## config.mk

```make
export PLATFORM = sky130hd
export DESIGN_NAME = mac_tree_feeder_flat
export DESIGN_NICKNAME = d
export VERILOG_FILES = /design/src/rtl/mac_pkg.sv /design/src/rtl/mac_tree_feeder_if.sv /design/src/rtl/mac_lane_mask.sv /design/src/rtl/mac_tree_feeder.sv /design/src/flat_wrapper.sv
export SDC_FILE = /design/constraint.sdc
export NUM_CORES = 1
export LEC_CHECK = 0
export ABC_CLOCK_PERIOD_IN_PS = 2100
export CAP_MARGIN = 15
export CORE_AREA = 5 5 427 429
export DETAILED_ROUTE_END_ITERATION = 10
export DIE_AREA = 0 0 432 434
export PLACE_DENSITY_LB_ADDON = 0.1
export SYNTH_ARGS = -nofsm -noshare
export SYNTH_HDL_FRONTEND = slang
export SYNTH_HIERARCHICAL = 1
export SYNTH_SLANG_ARGS = --single-unit
```

## constraint.sdc

```tcl
create_clock -name clk -period 2.1 [get_ports clk]
set_input_delay 0.525 -clock clk [delete_from_list [all_inputs] [get_ports clk]]
set_output_delay 0.525 -clock clk [all_outputs]
set_load 0.01 [all_outputs]
```

## src/rtl/mac_pkg.sv

```systemverilog
// Shared types and constants for the 8-lane fp32 MAC tree and its feeder.
package mac_pkg;

  localparam int unsigned LANES   = 8;
  localparam int unsigned FP_W    = 32;
  localparam int unsigned CHUNK_W = LANES * FP_W;

  localparam logic [FP_W-1:0] FP_ZERO = 32'h0;

  typedef logic [CHUNK_W-1:0] chunk_t;

  // One A/B operand pair as presented to the tree lanes.
  typedef struct packed {
    chunk_t a;
    chunk_t b;
  } operand_t;

  typedef enum logic [2:0] {
    ST_IDLE,
    ST_CLEAR,
    ST_FEED,
    ST_DRAIN,
    ST_HOLD
  } feeder_state_t;

endpackage

```

## src/rtl/mac_tree_feeder_if.sv

```systemverilog
// Job, operand-stream, tree-lane and result signals of mac_tree_feeder.
interface mac_tree_feeder_if
  import mac_pkg::*;
#(
  parameter int unsigned LEN_W = 16
);

  logic             start;
  logic [LEN_W-1:0] len;
  logic             busy;
  logic             in_valid;
  logic             in_ready;
  chunk_t           in_a;
  chunk_t           in_b;
  logic             mac_clr;
  chunk_t           mac_a;
  chunk_t           mac_b;
  logic [FP_W-1:0]  mac_out;
  logic             res_valid;
  logic             res_ready;
  logic [FP_W-1:0]  res_data;

  modport master (
    output start, len, in_valid, in_a, in_b, mac_out, res_ready,
    input  busy, in_ready, mac_clr, mac_a, mac_b, res_valid, res_data
  );

  modport slave (
    input  start, len, in_valid, in_a, in_b, mac_out, res_ready,
    output busy, in_ready, mac_clr, mac_a, mac_b, res_valid, res_data
  );

endinterface

```

## src/rtl/mac_lane_mask.sv

```systemverilog
// Lane enable for the final, partially filled chunk of an element-counted job.
module mac_lane_mask
  import mac_pkg::*;
(
  input  logic [2:0]       tail,
  input  logic             last,
  output logic [LANES-1:0] lane_en
);

  always_comb begin
    lane_en = '1;
    if (last && (tail != 3'd0)) begin
      for (int i = 0; i < LANES; i++) begin
        lane_en[i] = (3'(i) < tail);
      end
    end
  end

endmodule

```

## src/rtl/mac_tree_feeder.sv

```systemverilog
// Operand sequencer for the 8-lane fp32 MAC tree: clear, feed, drain, hold result.
// Define MAC_TREE_FEEDER_TAIL_MASK_EN to count len in elements and zero unused tail lanes.
module mac_tree_feeder
  import mac_pkg::*;
#(
  parameter int unsigned LEN_W     = 16,
  parameter int unsigned CLR_CYC   = 8,
  parameter int unsigned DRAIN_LAT = 40
)(
  input logic              clk,
  input logic              rst_n,
  mac_tree_feeder_if.slave bus
);

  localparam int unsigned CNT_MAX = (CLR_CYC > DRAIN_LAT) ? CLR_CYC : DRAIN_LAT;
  localparam int unsigned CNT_W   = (CNT_MAX < 1) ? 1 : $clog2(CNT_MAX + 1);

  feeder_state_t    state;
  logic [CNT_W-1:0] cnt;
  logic [LEN_W-1:0] chunks_left;
  logic             busy_q;
  logic             in_ready_q;
  logic             mac_clr_q;
  logic             res_valid_q;
  logic [FP_W-1:0]  res_data_q;
  operand_t         lane_q;

  logic             hs_c;
  logic [LEN_W-1:0] job_chunks_c;
  logic [LANES-1:0] lane_en_c;
  operand_t         chunk_c;

  assign hs_c = in_ready_q & bus.in_valid;

`ifdef MAC_TREE_FEEDER_TAIL_MASK_EN
  logic [2:0] tail_q;

  assign job_chunks_c = (bus.len >> 3) + LEN_W'(bus.len[2:0] != 3'd0);

  // Element count remainder, kept for masking the last chunk.
  always_ff @(posedge clk or negedge rst_n) begin
    if (!rst_n) begin
      tail_q <= 3'd0;
    end else if ((state == ST_IDLE) && bus.start) begin
      tail_q <= bus.len[2:0];
    end
  end

  mac_lane_mask u_lane_mask (
    .tail    (tail_q),
    .last    (chunks_left == LEN_W'(1)),
    .lane_en (lane_en_c)
  );
`else
  assign job_chunks_c = bus.len;
  assign lane_en_c    = '1;
`endif

  // Next lane drive: accepted chunk with masked lanes zeroed, +0.0 otherwise.
  always_comb begin
    chunk_c = '0;
    for (int i = 0; i < LANES; i++) begin
      if (hs_c && lane_en_c[i]) begin
        chunk_c.a[i*FP_W +: FP_W] = bus.in_a[i*FP_W +: FP_W];
        chunk_c.b[i*FP_W +: FP_W] = bus.in_b[i*FP_W +: FP_W];
      end
    end
  end

  always_ff @(posedge clk or negedge rst_n) begin
    if (!rst_n) begin
      state       <= ST_IDLE;
      cnt         <= '0;
      chunks_left <= '0;
      busy_q      <= 1'b0;
      in_ready_q  <= 1'b0;
      mac_clr_q   <= 1'b1;
      res_valid_q <= 1'b0;
      res_data_q  <= FP_ZERO;
      lane_q      <= '0;
    end else begin
      mac_clr_q <= 1'b0;
      lane_q    <= chunk_c;
      case (state)
        ST_IDLE: begin
          if (bus.start) begin
            chunks_left <= job_chunks_c;
            busy_q      <= 1'b1;
            if (job_chunks_c == '0) begin
              res_data_q  <= FP_ZERO;
              res_valid_q <= 1'b1;
              state       <= ST_HOLD;
            end else begin
              cnt       <= CNT_W'(CLR_CYC);
              mac_clr_q <= 1'b1;
              state     <= ST_CLEAR;
            end
          end
        end
        // Clear is held for exactly CLR_CYC cycles.
        ST_CLEAR: begin
          cnt <= cnt - CNT_W'(1);
          if (cnt <= CNT_W'(1)) begin
            in_ready_q <= 1'b1;
            state      <= ST_FEED;
          end else begin
            mac_clr_q <= 1'b1;
          end
        end
        ST_FEED: begin
          if (hs_c) begin
            chunks_left <= chunks_left - LEN_W'(1);
            if (chunks_left == LEN_W'(1)) begin
              in_ready_q <= 1'b0;
              cnt        <= CNT_W'(DRAIN_LAT);
              state      <= ST_DRAIN;
            end
          end
        end
        // DRAIN_LAT cycles after the last lane issue the tree output is final.
        ST_DRAIN: begin
          if (cnt == '0) begin
            res_data_q  <= bus.mac_out;
            res_valid_q <= 1'b1;
            state       <= ST_HOLD;
          end else begin
            cnt <= cnt - CNT_W'(1);
          end
        end
        ST_HOLD: begin
          if (bus.res_ready) begin
            res_valid_q <= 1'b0;
            busy_q      <= 1'b0;
            state       <= ST_IDLE;
          end
        end
        default: state <= ST_IDLE;
      endcase
    end
  end

  assign bus.busy      = busy_q;
  assign bus.in_ready  = in_ready_q;
  assign bus.mac_clr   = mac_clr_q;
  assign bus.mac_a     = lane_q.a;
  assign bus.mac_b     = lane_q.b;
  assign bus.res_valid = res_valid_q;
  assign bus.res_data  = res_data_q;

endmodule

```

## src/flat_wrapper.sv

```systemverilog
// flat-port wrapper written by rule: the top's interface ports become plain ports
module mac_tree_feeder_flat import mac_pkg::*;
#(
  parameter int unsigned LEN_W     = 16,
  parameter int unsigned CLR_CYC   = 8,
  parameter int unsigned DRAIN_LAT = 40
)
  (clk, rst_n, bus_start, bus_len, bus_in_valid, bus_in_a, bus_in_b, bus_mac_out, bus_res_ready, bus_busy, bus_in_ready, bus_mac_clr, bus_mac_a, bus_mac_b, bus_res_valid, bus_res_data);
  mac_tree_feeder_if #(.LEN_W(LEN_W)) bus_i ();
  input logic clk;
  input logic rst_n;
  input wire logic [$bits(bus_i.start)-1:0] bus_start;
  input wire logic [$bits(bus_i.len)-1:0] bus_len;
  input wire logic [$bits(bus_i.in_valid)-1:0] bus_in_valid;
  input wire logic [$bits(bus_i.in_a)-1:0] bus_in_a;
  input wire logic [$bits(bus_i.in_b)-1:0] bus_in_b;
  input wire logic [$bits(bus_i.mac_out)-1:0] bus_mac_out;
  input wire logic [$bits(bus_i.res_ready)-1:0] bus_res_ready;
  output wire logic [$bits(bus_i.busy)-1:0] bus_busy;
  output wire logic [$bits(bus_i.in_ready)-1:0] bus_in_ready;
  output wire logic [$bits(bus_i.mac_clr)-1:0] bus_mac_clr;
  output wire logic [$bits(bus_i.mac_a)-1:0] bus_mac_a;
  output wire logic [$bits(bus_i.mac_b)-1:0] bus_mac_b;
  output wire logic [$bits(bus_i.res_valid)-1:0] bus_res_valid;
  output wire logic [$bits(bus_i.res_data)-1:0] bus_res_data;
  assign bus_i.start = bus_start;
  assign bus_i.len = bus_len;
  assign bus_i.in_valid = bus_in_valid;
  assign bus_i.in_a = bus_in_a;
  assign bus_i.in_b = bus_in_b;
  assign bus_i.mac_out = bus_mac_out;
  assign bus_i.res_ready = bus_res_ready;
  assign bus_busy = bus_i.busy;
  assign bus_in_ready = bus_i.in_ready;
  assign bus_mac_clr = bus_i.mac_clr;
  assign bus_mac_a = bus_i.mac_a;
  assign bus_mac_b = bus_i.mac_b;
  assign bus_res_valid = bus_i.res_valid;
  assign bus_res_data = bus_i.res_data;
  mac_tree_feeder #(.LEN_W(LEN_W), .CLR_CYC(CLR_CYC), .DRAIN_LAT(DRAIN_LAT)) u_core (.clk(clk), .rst_n(rst_n), .bus(bus_i));
endmodule
```

==> impl_results.md <==
* Number of rows in the core area at 155
* Unrepaired setup endpoints after global routing: false
* EDFF count, synth at 0
* Yosys top cell by area: sky130_fd_sc_hd__dfrtp_1
* WHS at 0.383 ns
* Transition time of the tightest slew-check pin at 1.09 ns
* Count of different cell masters after synthesis at 44
* Number of remaining DRC errors at 0
* Status: complete, no violations
* CTS HTree Levels at 3
* Die footprint at 0.187 sq mm
* Post-layout total power at 37.2 mW
* Top-level port count at 1113
* Maximum vdd ir drop at 0.639 mV
* Required @ worst endpoint at 2.69 ns
* Global-route wire length before repair at 161 mm
* Net count reported at finish at 3151
* Die outline width at 432 microns
* Type of the setup path with the least slack: input pin to flop
* Y dimension of the die at 434 microns
* Area growth from synthesis to layout at 85.9%
* Final global-route overflow total at 0
* Crit path launch type: input pin
* Average routed wire per standard cell at 23.9 microns
* Crit path DAT at 2.64 ns
* Type of element capturing the critical path: flop
* TritonCTS clock tree: yes
* Worst min-delay path category: input pin to flop
* Final worst path period need at 2.05 ns
* Iter 0 DRT Violations at 663
* Dominant synthesized flop cell: sky130_fd_sc_hd__dfrtp_1
* Number of max-slew violations in the final report at 0
* Relative max-transition margin at 27.4%
* Worst slack at placement at -0.622 ns
* Average via count per standard cell at 3.29
* Number of antenna violations at the first check in global routing at 49
* Half-perimeter wire length after placement at 91.7 mm
* Top-area cell type share of the netlist area at 73.6%
* Mean instance size in the synthesized netlist at 13.5 sq um
* Clock transition time at the flip-flop clock pins of the worst setup and hold paths at 0.06 ns
* Clock latency of the later-clocked register in the worst-skew pair at 0.70 ns
* Pin count of the biggest net entering global routing at 221
* Filler cell count in the final layout at 19365
* Detailed-router iteration count before antenna repair at 4
* Warning count from the yosys run at 6
* Share of the cycle needed by the critical path after routing at 97.7%
* Number of synthesized register bits at 573
* Final hold vios at 0
* Number of input and output port buffers inserted at 1112
* Area of the mapped netlist at 0.0194 sq mm
* Clk_skew at 0.0382 ns
* Sequential-to-total area share from yosys stat at 73.8%
* CTS max path bufs at 3
* Placer's final routability congestion estimate at 0.781
* Ratio of cells with drive above 1 in the final layout at 9.65%
* Smallest setup slack after layout at 0.0493 ns
* Global-route usage over all layers at 12.3%
* Placed Cells at 4852
* Synthesized Nets at 2006
* Maximum clock frequency at 0.488 GHz
* Startpoint of the worst register-to-register path: u_core/chunks_left[9]$_DFFE_PN0P_
* Total CTS buffers at 80
* Clock Sinks at 573
* Initial core utilization at 10.9%
* Vias in the first global route at 18323
* Antenna violation net count after detailed routing at 0
* Post-layout instance count excluding filler cells at 5015
* PwrDens at 1030 mW/mm^2
* Core Area at 0.178 sq mm
* Post-Route WL at 120 mm
* Launch point of the worst hold path: bus_in_b[214]
* Fraction of synthesis flops using an asynchronous set or reset pin at 100%
* Highest-count cells in the layout ignoring fill and taps: sky130_fd_sc_hd__dfrtp_1, sky130_fd_sc_hd__clkdlybuf4s50_1, sky130_fd_sc_hd__and3_1
* Overall via count from detail_route at 16518
* Maximum Capacitance Violations at 0
* Total setup violations reported at the end of the flow at 0
* Register-to-register setup slack at 0.13 ns
* Cell types with the largest area share after synthesis: sky130_fd_sc_hd__dfrtp_1, sky130_fd_sc_hd__and3_1, sky130_fd_sc_hd__clkbuf_1, sky130_fd_sc_hd__a22o_1, sky130_fd_sc_hd__a21oi_1
* Standby leakage power at 18.5 nW
* CTS root buffer: sky130_fd_sc_hd__clkbuf_16
* Startpoint of the most critical setup path: bus_len[11]
* Most common cell after layout, fill and taps aside: sky130_fd_sc_hd__dfrtp_1
* Gate count of the mapped netlist at 1436
* Max Fanout on Critical Path at 8
repair_timing:
item                       in CTS  in global routing
setup endpoints to repair     549                 12
hold buffers                    1                  0
gates resized for setup       603                  7
buffers inserted                1                  0
hold endpoints to repair       12                  0
pin swaps                       1                  2
critical path, cell delays in order:
cell and delay (ns):
sky130_fd_sc_hd__clkdlybuf4s50_1 0.50, sky130_fd_sc_hd__nor4_1 0.08, sky130_fd_sc_hd__buf_4 0.14, sky130_fd_sc_hd__and4_1 0.27, sky130_fd_sc_hd__a2111o_1 0.50, sky130_fd_sc_hd__or4_1 0.50
sky130_fd_sc_hd__nand3_1 0.12
power by group:
part           switching [mW]  total (mW)  internal (mW)
clock network            5.68        14.6           8.88
logic                    4.99        9.05           4.06
registers               0.831        13.6           12.7
total                    11.5        37.2           25.7
flip-flops by register name, indices dropped and copies added (netlist names):
name and count:
u_core/bus.mac_a 256, u_core/bus.mac_b 256, u_core/bus.res_data 32, u_core/chunks_left 16, u_core/cnt 6, u_core/state 3, u_core/bus.busy 1, u_core/bus.in_ready 1
u_core/bus.mac_clr 1, u_core/bus.res_valid 1
layout make-up:
class                           count  area (sq um)  share of cell area [%]
Multi-Input combinational cell    722          4610                    12.8
Clock buffer                      110          2290                    6.33
Inverter                           10          37.5                   0.104
Tap cell                         2355          2950                    8.15
Antenna cell                       17          42.5                   0.118
Timing Repair Buffer             1194         11400                    31.4
Clock inverter                     34           499                    1.38
Sequential cell                   573         14400                    39.7
metal layers:
| metal | up-vias | global-route usage, % | share of wire [%] |
|---|---|---|---|
| met3 | 150 | 4.50 | 8.7 |
| met4 | 4 | 3.50 | 2.3 |
| li1 | 7338 | - | - |
| met2 | 698 | 22.6 | 53 |
| met5 | - | 0 | 0.022 |
| met1 | 8328 | 13.1 | 36 |
through the flow:
stage          cell area (sq um)  TNS (ns)  util (%)
6_report                   36100         0      20.3
4_1_cts                    36100         0      20.3
5_1_grt                    36100         0      20.3
3_3_place_gp               33800    -25.11      19.0
3_5_place_dp               33800    -22.94      19.0
2_1_floorplan              19400         0         -
cells by family (layout without fill, tap and decap cells):
logic type | count (synthesis) | count (layout) | share of synthesized area (%)
other | 0 | 17 | 0
adders and majority gates | 5 | 5 | 0.322
DFF | 573 | 573 | 73.8
AOI/OAI and AO/OA | 110 | 110 | 3.82
buffers and inverters | 141 | 1348 | 2.83
and+or+nand+nor | 603 | 603 | 19.0
muxes | 4 | 4 | 0.206
final timing paths:
| check | end | cells past startpoint |
|---|---|---|
| max | u_core/cnt[3]$_DFFE_PN0P_ | 7 |
| min | u_core/bus.mac_b[214]$_DFF_PN0_ | 2 |
| max reg2reg | u_core/cnt[3]$_DFFE_PN0P_ | 6 |
| min reg2reg | u_core/bus.res_data[30]$_DFFE_PN0P_ | 1 |
| max in group asynchronous | u_core/bus.mac_a[6]$_DFF_PN0_ | 3 |
| min in group asynchronous | u_core/bus.mac_b[187]$_DFF_PN0_ | 2 |
synth_stat cells, types with 2 or more instances:
cell type                   instances
sky130_fd_sc_hd__nand3_1            5
sky130_fd_sc_hd__o21a_1             2
sky130_fd_sc_hd__nor3b_1            4
sky130_fd_sc_hd__o21ai_1            2
sky130_fd_sc_hd__nand4_1            2
sky130_fd_sc_hd__and3_1           513
sky130_fd_sc_hd__buf_2              5
sky130_fd_sc_hd__a22o_1            33
sky130_fd_sc_hd__mux2i_1            4
sky130_fd_sc_hd__o21ai_0           19
sky130_fd_sc_hd__nor2_1            21
sky130_fd_sc_hd__nor4_1             9
sky130_fd_sc_hd__inv_1             10
sky130_fd_sc_hd__or3_1              3
sky130_fd_sc_hd__o32ai_1            3
sky130_fd_sc_hd__dfrtp_1          572
sky130_fd_sc_hd__clkbuf_1         123
sky130_fd_sc_hd__nand2_1           19
sky130_fd_sc_hd__or4_1              5
sky130_fd_sc_hd__and4_1             3
sky130_fd_sc_hd__a2bb2oi_1          3
sky130_fd_sc_hd__buf_4              2
sky130_fd_sc_hd__o31ai_1            6
sky130_fd_sc_hd__a21oi_1           32
sky130_fd_sc_hd__ha_1               5
sky130_fd_sc_hd__or3b_2             2
sky130_fd_sc_hd__o22ai_1            3
sky130_fd_sc_hd__nor3_1            10
No activity file was read; power rests on OpenSTA's default activity.
